===== config.mk =====
export PLATFORM = sky130hd
export DESIGN_NAME = arm_decode_stage
export DESIGN_NICKNAME = d
export VERILOG_FILES = /design/src/rtl/arm_decode_stage.sv
export SDC_FILE = /design/constraint.sdc
export NUM_CORES = 1
export LEC_CHECK = 0
export ABC_CLOCK_PERIOD_IN_PS = 2700
export CORE_MARGIN = 5
export CORE_UTILIZATION = 40
export CTS_CLUSTER_DIAMETER = 60
export DETAILED_ROUTE_END_ITERATION = 10
export PLACE_DENSITY = 0.81
export SYNTH_ARGS = -nofsm -noshare
export SYNTH_HDL_FRONTEND = slang
export SYNTH_SLANG_ARGS = --single-unit

===== constraint.sdc =====
create_clock -name clk -period 2.7 [get_ports clk]
set_input_delay 0.27 -clock clk [delete_from_list [all_inputs] [get_ports clk]]
set_output_delay 0.27 -clock clk [all_outputs]
set_load 0.02 [all_outputs]

===== src/rtl/arm_decode_stage.sv =====
// Registered ARM decode stage: cracks instruction words into datapath controls and queues the
// decoded records in a small FIFO. Optional macro COND_ARM_EVAL_EN enables condition evaluation.
module arm_decode_stage #(
    parameter int unsigned REG_W  = 4,
    parameter int unsigned SHOP_W = 12,
    parameter int unsigned DEPTH  = 2
) (
    input  logic                       clk,
    input  logic                       reset,
    input  logic                       flush,
    input  logic                       in_valid,
    output logic                       in_ready,
    input  logic [31:0]                instruction,
    input  logic [3:0]                 flags,
    output logic                       out_valid,
    input  logic                       out_ready,
    output logic [3:0]                 opcode,
    output logic [REG_W-1:0]           ra,
    output logic [REG_W-1:0]           rb,
    output logic [REG_W-1:0]           rc,
    output logic [SHOP_W-1:0]          shifter_operand,
    output logic                       shifter_en,
    output logic                       rotator_en,
    output logic                       sel,
    output logic                       regfile_en,
    output logic                       mem_en,
    output logic                       mem_load,
    output logic                       branch_en,
    output logic                       link,
    output logic [23:0]                branch_offset,
    output logic                       s_bit,
    output logic                       undef,
    output logic                       cond_fail,
    output logic [$clog2(DEPTH+1)-1:0] count
);

    localparam int unsigned PTR_W = $clog2(DEPTH);
    localparam int unsigned CNT_W = $clog2(DEPTH + 1);
    localparam logic [CNT_W-1:0] FULL_CNT = CNT_W'(DEPTH);

    typedef struct packed {
        logic [3:0]        opcode;
        logic [REG_W-1:0]  ra;
        logic [REG_W-1:0]  rb;
        logic [REG_W-1:0]  rc;
        logic [SHOP_W-1:0] shop;
        logic              shifter_en;
        logic              rotator_en;
        logic              sel;
        logic              regfile_en;
        logic              mem_en;
        logic              mem_load;
        logic              branch_en;
        logic              link;
        logic [23:0]       branch_offset;
        logic              s_bit;
        logic              undef;
        logic              cond_fail;
    } rec_t;

    rec_t             mem_q [DEPTH];
    logic [PTR_W-1:0] wr_ptr_q, rd_ptr_q;
    logic [CNT_W-1:0] count_q;
    rec_t             dec;
    rec_t             head;
    logic             push, pop, empty;
    logic [2:0]       fmt;

`ifdef COND_ARM_EVAL_EN
    // flags = {N, Z, C, V}
    function automatic logic cond_pass(input logic [3:0] cond, input logic [3:0] f);
        logic n, z, c, v;
        {n, z, c, v} = f;
        case (cond)
            4'h0:    cond_pass = z;
            4'h1:    cond_pass = !z;
            4'h2:    cond_pass = c;
            4'h3:    cond_pass = !c;
            4'h4:    cond_pass = n;
            4'h5:    cond_pass = !n;
            4'h6:    cond_pass = v;
            4'h7:    cond_pass = !v;
            4'h8:    cond_pass = c && !z;
            4'h9:    cond_pass = !c || z;
            4'ha:    cond_pass = (n == v);
            4'hb:    cond_pass = (n != v);
            4'hc:    cond_pass = !z && (n == v);
            4'hd:    cond_pass = z || (n != v);
            default: cond_pass = 1'b1;
        endcase
    endfunction
`else
    logic unused_cond;
    assign unused_cond = ^{flags, instruction[31:28]};
`endif

    assign fmt = instruction[27:25];

    always_comb begin
        dec               = '0;
        dec.ra            = instruction[16 +: REG_W];
        dec.rb            = instruction[0 +: REG_W];
        dec.rc            = instruction[12 +: REG_W];
        dec.shop          = instruction[SHOP_W-1:0];
        dec.branch_offset = instruction[23:0];
        case (fmt)
            3'b000, 3'b001: begin
                dec.shifter_en = (fmt == 3'b000);
                dec.rotator_en = (fmt == 3'b001);
                dec.sel        = (fmt == 3'b000);
                dec.opcode     = instruction[24:21];
                dec.s_bit      = instruction[20];
                // TST/TEQ/CMP/CMN only set flags and never write back
                dec.regfile_en = (instruction[24:23] != 2'b10);
            end
            3'b010, 3'b011: begin
                if (fmt == 3'b011 && instruction[4]) begin
                    dec.undef = 1'b1;
                end else begin
                    dec.mem_en     = 1'b1;
                    dec.mem_load   = instruction[20];
                    dec.regfile_en = instruction[20];
                    dec.sel        = (fmt == 3'b011);
                    dec.shifter_en = (fmt == 3'b011);
                    dec.opcode     = 4'b0100;
                end
            end
            3'b101: begin
                dec.branch_en  = 1'b1;
                dec.link       = instruction[24];
                dec.regfile_en = instruction[24];
                dec.rc         = REG_W'(4'he);
            end
            default: dec.undef = 1'b1;
        endcase
`ifdef COND_ARM_EVAL_EN
        if (instruction[31:28] == 4'hf) begin
            dec.undef = 1'b1;
        end else if (!cond_pass(instruction[31:28], flags)) begin
            dec.cond_fail = 1'b1;
        end
`endif
        if (dec.undef || dec.cond_fail) begin
            dec.shifter_en = 1'b0;
            dec.rotator_en = 1'b0;
            dec.sel        = 1'b0;
            dec.regfile_en = 1'b0;
            dec.mem_en     = 1'b0;
            dec.mem_load   = 1'b0;
            dec.branch_en  = 1'b0;
            dec.link       = 1'b0;
        end
    end

    assign empty     = (count_q == '0);
    assign in_ready  = (count_q != FULL_CNT);
    assign out_valid = !empty;
    assign push      = in_valid && in_ready && !flush;
    assign pop       = out_valid && out_ready && !flush;

    always_ff @(posedge clk) begin
        if (reset || flush) begin
            wr_ptr_q <= '0;
            rd_ptr_q <= '0;
            count_q  <= '0;
        end else begin
            if (push) wr_ptr_q <= wr_ptr_q + 1'b1;
            if (pop)  rd_ptr_q <= rd_ptr_q + 1'b1;
            case ({push, pop})
                2'b10:   count_q <= count_q + 1'b1;
                2'b01:   count_q <= count_q - 1'b1;
                default: count_q <= count_q;
            endcase
        end
    end

    // Storage needs no reset: the read side is masked while the FIFO is empty
    always_ff @(posedge clk) begin
        if (push) mem_q[wr_ptr_q] <= dec;
    end

    assign head = empty ? '0 : mem_q[rd_ptr_q];

    assign opcode          = head.opcode;
    assign ra              = head.ra;
    assign rb              = head.rb;
    assign rc              = head.rc;
    assign shifter_operand = head.shop;
    assign shifter_en      = head.shifter_en;
    assign rotator_en      = head.rotator_en;
    assign sel             = head.sel;
    assign regfile_en      = head.regfile_en;
    assign mem_en          = head.mem_en;
    assign mem_load        = head.mem_load;
    assign branch_en       = head.branch_en;
    assign link            = head.link;
    assign branch_offset   = head.branch_offset;
    assign s_bit           = head.s_bit;
    assign undef           = head.undef;
    assign cond_fail       = head.cond_fail;
    assign count           = count_q;

endmodule


[Yosys cells after proc, flatten, opt, wreduce, memory -nomap -nowiden]
Memories as Yosys holds them, arrays and structs flattened. A register that Yosys moved wholly into a read port is not among the register bits.
Index checks and enable logic that the tools add are counted.
Storage, ports and cells
  register bits: 4
  bits of input ports: 41
  logic and storage cells: 51
  memory bits (writable): 124
  output and inout bits: 67
  memories: 1
Memories
  mem_q: words 2, width 62, rd ports 1, clocked after memory_dff 1, write ports 1, RTL line 61  | rec_t mem_q [DEPTH];
Cells by class
  muxes and demuxes: 21
  add/sub/neg operators: 4
  equal/unequal tests: 8
  reductions and logical operators: 14
Operators by type and width (number)
  63-bit two-way mux: 1
  1-bit two-way mux: 8
  4-bit two-way mux: 2
  8-bit two-way mux: 1
  4-bit case mux with 2 select lines: 1
  3-bit by 2-bit equality test with 1-bit output, second input constant: 2
  1-bit case mux with 2 select lines: 3
  1-bit logical AND: 5
  2-bit two-way mux: 2
  2-bit != test, second input constant: 2
  2-bit case mux with 2 select lines: 1
  2-bit OR reduction: 2
  3-bit by 1-bit equality test with 1-bit output, second input constant: 1
  3-bit equality test, second input constant: 1
  3-bit zero test: 1
  3-bit two-way mux: 1
  1-bit case mux with 3 select lines: 1
  3-bit OR reduction: 1
  1-bit adder, second input constant: 2
  2-bit by 1-bit adder with 2-bit output, second input constant: 1
  2-bit by 1-bit equality test with 1-bit output, second input constant: 1
  2-bit equality test, second input constant: 1
  1-bit zero test: 2
  2-bit zero test: 1
  3 further kinds: 3

[Longest topological paths before layout]
Gate-level depths: netlist of run 1.
  depth in word-level cells: 6
  mapped depth: 7
  gate-level depth less buffers: 7

[Worst setup path before layout of run 1]
Ideal clock, no wire load.
  path type: flip-flop to flip-flop
  start: register count_q[0] (netlist: count[0])
  end: memory mem_q[1][0] in the netlist's numbering, enable pin
  period minus slack after synthesis: 3072 ps
  setup slack: -372 ps
  buffers on the path: 0
  arrival time: 2633 ps
  data required time: 2261 ps
  setup time: 439 ps
  cell stages (with the launch flop): 5
  cell sequence: dfxtp_1 nor2b_1 inv_1 nand2b_1 nor2_1
Between the ends
  word-level cells in the longest chain between the ends: 5
RTL lines
  start: declaration: RTL line 63  | logic [CNT_W-1:0] count_q;
  start signal: assignment: RTL line 170  | 2'b10: count_q <= count_q + 1'b1;
  start signal: assignment: RTL line 171  | 2'b01: count_q <= count_q - 1'b1;
  start signal: assignment: RTL line 172  | default: count_q <= count_q;
  2-bit != test: RTL line 156  | assign in_ready = (count_q != FULL_CNT);
  via in_ready: RTL line 12  | output logic in_ready,
  1-bit logical AND (2 in series): RTL line 158  | assign push = in_valid && in_ready && !flush;
  1-bit two-way mux: RTL line 179  | if (push) mem_q[wr_ptr_q] <= dec;
  1-bit two-way mux (not written as such): RTL line 179
  end: declaration: RTL line 61
The timed path passes the listed nets, and every way through them passes these cells.

[Final worst setup path of run 1]
  start: register count_q[0] (netlist: count[0])
  end: output port rb[1]
Between the ends
  word-level cells in the longest chain between the ends: 2
RTL lines
  2-bit zero test: RTL line 155  | assign empty = (count_q == '0);
  63-bit two-way mux: RTL line 182  | assign head = empty ? '0 : mem_q[rd_ptr_q];
  end: declaration: RTL line 19  | output logic [REG_W-1:0] rb,
No other way between the ends.

==> flow_metrics.env, run 1 <==
export IMPL_finish_utilization=0.549
export IMPL_setup_viol_count_final=0
export IMPL_total_wirelength_of_the_detailed_routed_design_mm=7.12
export IMPL_netlist_area_um2=3630
export IMPL_detailedPlacementHpwl_mm=4.85
export IMPL_drtAntennaViolNets=0
export IMPL_boundaryPins=108
export IMPL_hold_path_endpoint="mem_q[0][52]$_DFFE_PP_"
export IMPL_initial_core_utilization=0.412
export IMPL_global_route_wire_length_before_repair_mm=11.6
export IMPL_power_density_nw_per_um2=571
export IMPL_timing_reg2reg_setup_slack_ns=0.92
export IMPL_placed_cells=433
export IMPL_detailedRoute_firstIterationViolations=64
export IMPL_synth_area_leaders="sky130_fd_sc_hd__edfxtp_1 68%, sky130_fd_sc_hd__mux2i_1 11%, sky130_fd_sc_hd__nor2_1 5.4%"
export IMPL_yosys_warnings=0
export IMPL_areaGrowthSynthToFinish_pct=33.0
export IMPL_crit_type="flop to output port"
export IMPL_critical_path_required_ns=2.43
export IMPL_min_path_type="input port to flop"
export IMPL_syn_num_nets=295
export IMPL_fp_dieArea_um2=11100
export IMPL_synthCells=253
export IMPL_grt_start_max_net_pins=43
export IMPL_period_minus_slack_ns=2.34
export IMPL_fmax_mhz=427
export IMPL_min_from="instruction[2]"
export IMPL_cts_max_path_buffers=2
export IMPL_instances_no_fill=449
export IMPL_finalHoldViolations=0
export IMPL_multi_input_gate_area_in_the_final_layout_um2=856
export IMPL_row_count=34
export IMPL_cts_htree_levels=3
export IMPL_clock_sinks=87
export IMPL_fill_cells=743
export IMPL_setup_tns_final_ns=0
export IMPL_gp_routability_congestion=0.805
export IMPL_num_vias=2197
export IMPL_via_count_of_the_first_global_routing_pass=2335
export IMPL_drc=0
export IMPL_final_layout_size_suffix_gt1_frac=0.0880
export IMPL_post_cts_resized_instances=0
export IMPL_cts_inserted_buffers=9
export IMPL_postSynthRegisterBits=87
export IMPL_clockRootBuffer="sky130_fd_sc_hd__clkbuf_8"
export IMPL_die_height_um=105
export IMPL_post_layout_worst_setup_margin_ns=0.357
export IMPL_synth_area_leader_cell="sky130_fd_sc_hd__edfxtp_1"
export IMPL_dieWidth_um=105
export IMPL_dp_slack_ns=0.675
export IMPL_post_drt_wl_per_cell_um=15.8
export IMPL_dr_pass1_iters=4
export IMPL_run_status="finished, final reports clean"
export IMPL_wl_met1_mm=2.90
export IMPL_netlist_area_leader_share=0.678
export IMPL_yosysUniqueCellTypes=25
export IMPL_final_cycle_utilization_of_the_critical_path=0.868
export IMPL_end_kind="output port"
export IMPL_core_um2=8810
export IMPL_arrival_ns=2.07
export IMPL_crit_path_max_fanout=42
export IMPL_timing_critical_path_from_type="flop"
export IMPL_drt_vias_per_instance=4.89
export IMPL_finalMaxSlewViolations=0
export IMPL_worst_r2r_startpoint="count[1]$_SDFFE_PP0P_"
export IMPL_clk_pin_slew_ns=0.09
export IMPL_post_cts_setup_buffer_count=0
export IMPL_grtUsageTotal=0.132
export IMPL_skew_ns=0.00735
export IMPL_max_cap_viols=0
export IMPL_rsz_0062_raised_after_global_routing="no"
export IMPL_postSynthAreaPerCell_um2=14.4
export IMPL_clock_tree_from_tritoncts="yes"
export IMPL_power_ir_vdd_worst_mv=0.333
export IMPL_power_static_leakage_uw=0.00158
export IMPL_register_area_um2=2560
export IMPL_ctsHoldBuffers=0
export IMPL_nNetsFinal=378
export IMPL_route_top_layer_used="met4"
export IMPL_synth_sequential_area_ratio=0.705
export IMPL_worstReg2RegEnd="count[1]$_SDFFE_PP0P_"
export IMPL_antenna_diode_count=0
export IMPL_met3WireLength_um=338
export IMPL_grt_overflow_total=0
export IMPL_worstHoldPathCells=1
export IMPL_wl_met2_mm=3.82
export IMPL_worstSkewPairLatency_ns=0.34
export IMPL_antenna_violations_before_repair=0
export IMPL_rr_worst_depth=6
export IMPL_port_buffers=98
[Yosys cell counts]
cell type                  instances
sky130_fd_sc_hd__a21o_1            1
sky130_fd_sc_hd__a21oi_1           4
sky130_fd_sc_hd__a221oi_1          1
sky130_fd_sc_hd__and2_1            6
sky130_fd_sc_hd__and3_1            1
sky130_fd_sc_hd__and3b_1           1
sky130_fd_sc_hd__buf_2             6
sky130_fd_sc_hd__buf_4            22
sky130_fd_sc_hd__clkbuf_1          4
sky130_fd_sc_hd__conb_1            1
sky130_fd_sc_hd__dfxtp_1           5
sky130_fd_sc_hd__edfxtp_1         82
sky130_fd_sc_hd__ha_1              1
sky130_fd_sc_hd__inv_1             5
sky130_fd_sc_hd__mux2i_1          41
sky130_fd_sc_hd__nand2b_1          2
sky130_fd_sc_hd__nor2_1           52
sky130_fd_sc_hd__nor2b_1           4
sky130_fd_sc_hd__nor3_1            1
sky130_fd_sc_hd__o21ai_0           3
sky130_fd_sc_hd__o22a_1            1
sky130_fd_sc_hd__or2_2             4
sky130_fd_sc_hd__or3_1             2
sky130_fd_sc_hd__xnor2_1           1
sky130_fd_sc_hd__xor2_1            2
[how the worst max path moves through the flow]
stage / startpoint / endpoint
2_1_floorplan: count[0]$_SDFFE_PP0P_ / mem_q[1][0]$_DFFE_PP_
3_3_place_gp: flush / count[1]$_SDFFE_PP0P_
3_5_place_dp: flush / count[1]$_SDFFE_PP0P_
4_1_cts: count[0]$_SDFFE_PP0P_ / branch_offset[4]
5_1_grt: count[0]$_SDFFE_PP0P_ / rb[1]
6_report: count[0]$_SDFFE_PP0P_ / rb[1]
[stage by stage]
| step | hold slack, ns | power, uW | cell area [um2] |
|---|---|---|---|
| 6_report | 0.500 | 2760 | 4830 |
| 5_1_grt | 0.477 | 2870 | 4830 |
| 4_1_cts | 0.488 | 2790 | 4830 |
| 3_5_place_dp | 0.494 | 1810 | 4610 |
| 3_3_place_gp | 0.479 | 1800 | 4610 |
| 2_1_floorplan | 0.369 | 1690 | 3630 |
[routing by layer]
layer,vias up,track usage
met5,-,0
met4,0,0.0366
met3,6,0.0428
met2,74,0.235
met1,1078,0.152
li1,1039,-
[layout make-up]
class | instances | share of cell area
Timing Repair Buffer | 104 | 0.215
Tap cell | 108 | 0.0280
Clock buffer | 9 | 0.0256
Inverter | 5 | 0.00388
Clock inverter | 7 | 0.0199
Multi-Input combinational cell | 129 | 0.177
Sequential cell | 87 | 0.531
[cells in the final DEF (no fill, tap or decap), drive strengths merged, types with 2 or more instances in the layout]
cell,n
a21oi,4
and2,6
buf,6
bufinv,2
clkbuf,9
clkdlybuf4s50,98
clkinvlp,3
dfxtp,5
edfxtp,82
inv,6
mux2i,41
nand2b,2
nor2,52
nor2b,4
o21ai,3
or2,4
or3,2
xor2,2
[report_power, final]
group | switching, uW | internal [uW] | leakage (uW) | total, uW
Sequential | 9.73 | 1510 | 0.000806 | 1520
Combinational | 132 | 123 | 0.000669 | 255
Clock | 456 | 522 | 0.000102 | 978
[critical path, cell delays in order (launching register included)]
cell                              delay [ns]
sky130_fd_sc_hd__dfxtp_1                0.52
sky130_fd_sc_hd__nor2_4                 0.04
sky130_fd_sc_hd__buf_4                  0.28
sky130_fd_sc_hd__nor2_1                 0.24
sky130_fd_sc_hd__clkdlybuf4s50_1        0.65
[sequential cells by signal, indices dropped and copies added, names as in the netlist, named ones only]
signal,count
wr_ptr_q,1
mem_q,82
rd_ptr_q,1
count,2
[logic make-up after synthesis]
group	synth area share
AOI/OAI and AO/OA	0.0165
xor gates and xnor gates	0.00724
adders and majority gates	0.00344
buffers and inverters	0.0630
DFF	0.705
muxes	0.113
other	0.00103
and+or+nand+nor	0.0903
Power figures use the tool's default switching activity.
==> run 2: changes to the inputs <==
--- a/config.mk
+++ b/config.mk
@@ -5,7 +5,7 @@
 export SDC_FILE = /design/constraint.sdc
 export NUM_CORES = 1
 export LEC_CHECK = 0
-export ABC_CLOCK_PERIOD_IN_PS = 2700
+export CAP_MARGIN = 20
 export CORE_MARGIN = 5
 export CORE_UTILIZATION = 40
 export CTS_CLUSTER_DIAMETER = 60
==> results of run 2 <==
Final layout, timing and power as in run 1 (identical DEF).
